File: src/rtl/cond_logic.sv
// cond_logic: conditional-execution stage downstream of the ALU.
// Holds the NZCV flag register, evaluates the instruction condition field
// against the registered flags, and gates the decoder write requests.
module cond_logic #(
    parameter bit UNCOND_1111 = 1'b1
) (
    input  logic       clk,
    input  logic       reset,
    input  logic [3:0] Cond,
    input  logic [3:0] ALUFlags,
    input  logic [1:0] FlagW,
    input  logic       PCS,
    input  logic       RegW,
    input  logic       MemW,
    input  logic       NoWrite,
    input  logic       Stall,
    output logic       PCSrc,
    output logic       RegWrite,
    output logic       MemWrite,
    output logic       CondEx,
    output logic       CondExR,
    output logic [3:0] Flags
);

    logic [3:0] flags_q;
    logic [3:0] flags_d;
    logic       cond_ex_r_q;
    logic       cond_ex_r_d;
    logic       cond_ex;
    logic [1:0] flag_write;
    logic       n_flag;
    logic       z_flag;
    logic       c_flag;
    logic       v_flag;

    assign n_flag = flags_q[3];
    assign z_flag = flags_q[2];
    assign c_flag = flags_q[1];
    assign v_flag = flags_q[0];

    // Condition check against the registered flags only, so an instruction never sees its own flag update
    always_comb begin
        cond_ex = 1'b0;
        case (Cond)
            4'b0000: cond_ex = z_flag;
            4'b0001: cond_ex = ~z_flag;
            4'b0010: cond_ex = c_flag;
            4'b0011: cond_ex = ~c_flag;
            4'b0100: cond_ex = n_flag;
            4'b0101: cond_ex = ~n_flag;
            4'b0110: cond_ex = v_flag;
            4'b0111: cond_ex = ~v_flag;
            4'b1000: cond_ex = c_flag & ~z_flag;
            4'b1001: cond_ex = ~c_flag | z_flag;
            4'b1010: cond_ex = (n_flag == v_flag);
            4'b1011: cond_ex = (n_flag != v_flag);
            4'b1100: cond_ex = ~z_flag & (n_flag == v_flag);
            4'b1101: cond_ex = z_flag | (n_flag != v_flag);
            4'b1110: cond_ex = 1'b1;
            default: cond_ex = UNCOND_1111;
        endcase
    end

    // Next flag and registered-CondEx values; each flag group loads independently, stall freezes everything
    always_comb begin
        flag_write  = FlagW & {2{cond_ex}} & {2{~Stall}};
        flags_d     = flags_q;
        cond_ex_r_d = cond_ex_r_q;
        if (flag_write[1]) begin
            flags_d[3:2] = ALUFlags[3:2];
        end
        if (flag_write[0]) begin
            flags_d[1:0] = ALUFlags[1:0];
        end
        if (!Stall) begin
            cond_ex_r_d = cond_ex;
        end
    end

    // State registers with asynchronous clear
    always_ff @(posedge clk or posedge reset) begin
        if (reset) begin
            flags_q     <= 4'b0000;
            cond_ex_r_q <= 1'b0;
        end else begin
            flags_q     <= flags_d;
            cond_ex_r_q <= cond_ex_r_d;
        end
    end

    // Write strobes are combinational and held low throughout reset
    always_comb begin
        PCSrc    = PCS  & cond_ex & ~Stall & ~reset;
        RegWrite = RegW & cond_ex & ~NoWrite & ~Stall & ~reset;
        MemWrite = MemW & cond_ex & ~Stall & ~reset;
    end

    assign CondEx  = cond_ex;
    assign CondExR = cond_ex_r_q;
    assign Flags   = flags_q;

endmodule

File: config.mk
export PLATFORM = sky130hd
export DESIGN_NAME = cond_logic
export DESIGN_NICKNAME = d
export VERILOG_FILES = /design/src/rtl/cond_logic.sv
export SDC_FILE = /design/constraint.sdc
export NUM_CORES = 1
export LEC_CHECK = 0
export BUFFER_PORTS_ARGS = -buffer_cell sky130_fd_sc_hd__buf_2
export CAP_MARGIN = 10
export CORE_AREA = 4 4 41 43
export DETAILED_ROUTE_END_ITERATION = 10
export DIE_AREA = 0 0 45 47
export PLACE_DENSITY = 0.67
export SETUP_SLACK_MARGIN = 0.1
export SLEW_MARGIN = 30
export SYNTH_ARGS = -nofsm -noshare
export SYNTH_HDL_FRONTEND = slang
export SYNTH_SLANG_ARGS = --single-unit
File: constraint.sdc
create_clock -name clk -period 5.9 [get_ports clk]
set_input_delay 0.885 -clock clk [delete_from_list [all_inputs] [get_ports clk]]
set_output_delay 0.885 -clock clk [all_outputs]
set_load 0.02 [all_outputs]
==> out/metrics.cfg <==
[clock_tree]
postCtsResizedCells = 0
clockBufferDepth = 2
root_buffer = clkbuf_4
cts_sinks = 5
numCtsBuffers = 3
clk_pin_slew_ns = 0.04
postCtsSetupBuffers = 0
cts_tree = yes
hold_buffers = 0
h-tree-depth = 1
clk_latency_ns = 0.24

[setup_path]
endpoint_kind = output pin
reg2reg_depth = 4
reg2reg_from = Flags[0]
reg2reg_to = Flags[3]
path_class = input pin to output pin
crit_path_start_kind = input pin
cp_max_fo = 8
critPathArrivalTime_ns = 2.56
crit_start = Cond[0]
r2r_slack_ns = 3.83
crit_required_ns = 5.02

[sta]
setup_viol = 0
finClkSkew_ns = 0.0000859
rsz0062_at_grt = false
post-route-min-period_ns = 3.44
slew_headroom_pct = 65.8
fmax_ghz = 0.290
finalHoldViolations = 0
setup_tns_ns = 0
period_share_pct = 58.4
max_slew.worst_pin.slew_ns = 0.509
drv_slew = 0

[route]
remaining_drc_errors = 0
dr_wl_met2_um = 577
vias = 493
first_pass_iters = 3
finalWirelength_um = 1240
wl_met3_um = 87
post_drt_wl_per_cell_um = 13.5
antenna_left = 0
viasPerCell = 5.36
top_layer = met4
drt-initial-drc-count = 7
met1Wirelength_um = 547

[run]
maxCapViolations = 0

[floorplan]
dieArea_mm2 = 0.00212
ios = 26
core_mm2 = 0.00130
die_x_um = 45
initial_utilization_pct = 37.0
num_rows = 13
die_h_um = 47

[logic_synthesis]
seq_area_frac_synth_pct = 26.0
ys_seq_elements = 5
ys.warnings.count = 0
synth_area_um2 = 482
synth_cell_types = 32
avgSynthCellArea_um2 = 9.09
syn-num-nets = 70
synthCells = 53

[global_route]
grt_use_total_pct = 13.7
grt_remaining_overflow = 0
antenna_found_initial = 0
grt_pass1_wl_um = 2090
grt_pass1_vias = 473
grt_max_degree = 11

[worst_hold_path]
min_path_cells = 2
hold_class = register to register
holdPathEnd = CondExR
hp-start = CondExR

[place]
gp_congestion = 0.735
post-dp-hpwl_um = 1010
port-buffer-count = 25

[pwr]
vdd_drop_max_mv = 0.186
power.density_mw_per_mm2 = 366
power_mw = 0.228
leakage_nw = 0.300

[run_status]
outcome = complete, no violations

[finish]
layout.nets = 95
drive_above_1_share_pct = 42.9
fillCellCount = 137
num_antenna_cells = 0
areaGrowthSynthToFinish_pct = 29.1

-- power by group --
group          switching, mW  leakage [nW]  total, mW  internal [mW]
clock                 0.0130        0.0150     0.0385         0.0255
combinational         0.0606         0.227      0.113         0.0525
sequential            0.0274        0.0580     0.0763         0.0489
-- how the worst max path moves through the flow --
stage                to  slack [ns]  cells past startpoint
5_1_grt        MemWrite        2.30                      6
4_1_cts        MemWrite        2.47                      6
3_5_place_dp   MemWrite        2.47                      6
6_report       MemWrite        2.46                      6
2_1_floorplan  MemWrite        2.28                      5
3_3_place_gp   MemWrite        2.56                      7
-- Yosys cell counts --
cell type / count / area (µm²)
nor4b_1: 2 / 17.5
or4_1: 1 / 7.51
a21oi_1: 3 / 15.0
o21ai_0: 2 / 10.0
buf_6: 1 / 11.3
nand2b_1: 2 / 12.5
dfrtp_1: 5 / 125
and2_0: 1 / 6.26
o21a_1: 1 / 7.51
clkbuf_1: 1 / 3.75
inv_1: 5 / 18.8
mux2i_1: 1 / 10.0
nor2_1: 2 / 7.51
buf_2: 3 / 15.0
and2b_1: 1 / 7.51
and3b_1: 1 / 8.76
o2111ai_1: 1 / 8.76
nand3b_1: 1 / 7.51
mux2_4: 2 / 30.0
o311ai_2: 1 / 16.3
a311oi_1: 1 / 8.76
o22ai_1: 1 / 6.26
nor3b_1: 1 / 7.51
nor3_1: 2 / 10.0
nand3_1: 1 / 5.00
nor4_1: 1 / 6.26
o311a_4: 1 / 21.3
xnor2_1: 2 / 17.5
mux2_1: 2 / 22.5
o311a_1: 2 / 20.0
nor2b_1: 1 / 6.26
inv_2: 1 / 3.75
-- routing by layer --
metal	track usage [%]	up-vias
li1	-	245
met1	16.7	228
met2	22.0	16
met3	2.68	4
met4	8.77	0
met5	0	-
-- flip-flops by register name (all words and copies together) (netlist names) --
register	count
Flags	4
CondExR	1
-- worst max-delay path, stage by stage --
cell and delay (ns):
buf_2 0.15, or4_1 0.50, o22ai_1 0.33, nor3_1 0.17, nor4b_1 0.29, buf_2 0.23
-- final cells by class --
type	count	area [µm²]	area share (%)
multi-input combinational	37	304	48.9
sequential	5	125	20.1
timing repair buffer	25	125	20.1
clock buffer	4	26.3	4.23
inverter	6	22.5	3.62
tap	15	18.8	3.02
-- placed cells by master, fill, tap and decap left out, types with 2 or more instances in the layout --
cell	count
nor4b_1	2
mux2_1	2
a21oi_1	3
nand2b_1	2
nor2_1	2
o21ai_0	2
nor3_1	2
clkbuf_4	3
buf_2	25
o311a_1	2
dfrtp_1	5
mux2_4	2
inv_1	5
xnor2_1	2
-- per-stage QoR --
stage,setup WS [ns],util (%),cell area (µm²),hold WS [ns],cells
finish,2.46,47.8,622,0.539,92
global route,2.30,47.8,622,0.562,92
CTS,2.47,47.8,622,0.548,92
detailed placement,2.47,45.8,596,0.536,88
global placement,2.56,45.8,596,0.532,88
floorplan,2.28,-,482,0.622,53
-- kinds of logic (layout without fill, tap and decap cells) --
logic type / Yosys count / in the layout / share of synthesized area, %
simple gates: 17 / 17 / 22.9
flops: 5 / 5 / 26.0
mux: 5 / 5 / 13.0
compound gates: 13 / 13 / 23.6
xor+xnor: 2 / 2 / 3.64
buf+inv: 11 / 35 / 10.9
No activity file was read; power rests on OpenSTA's default activity.
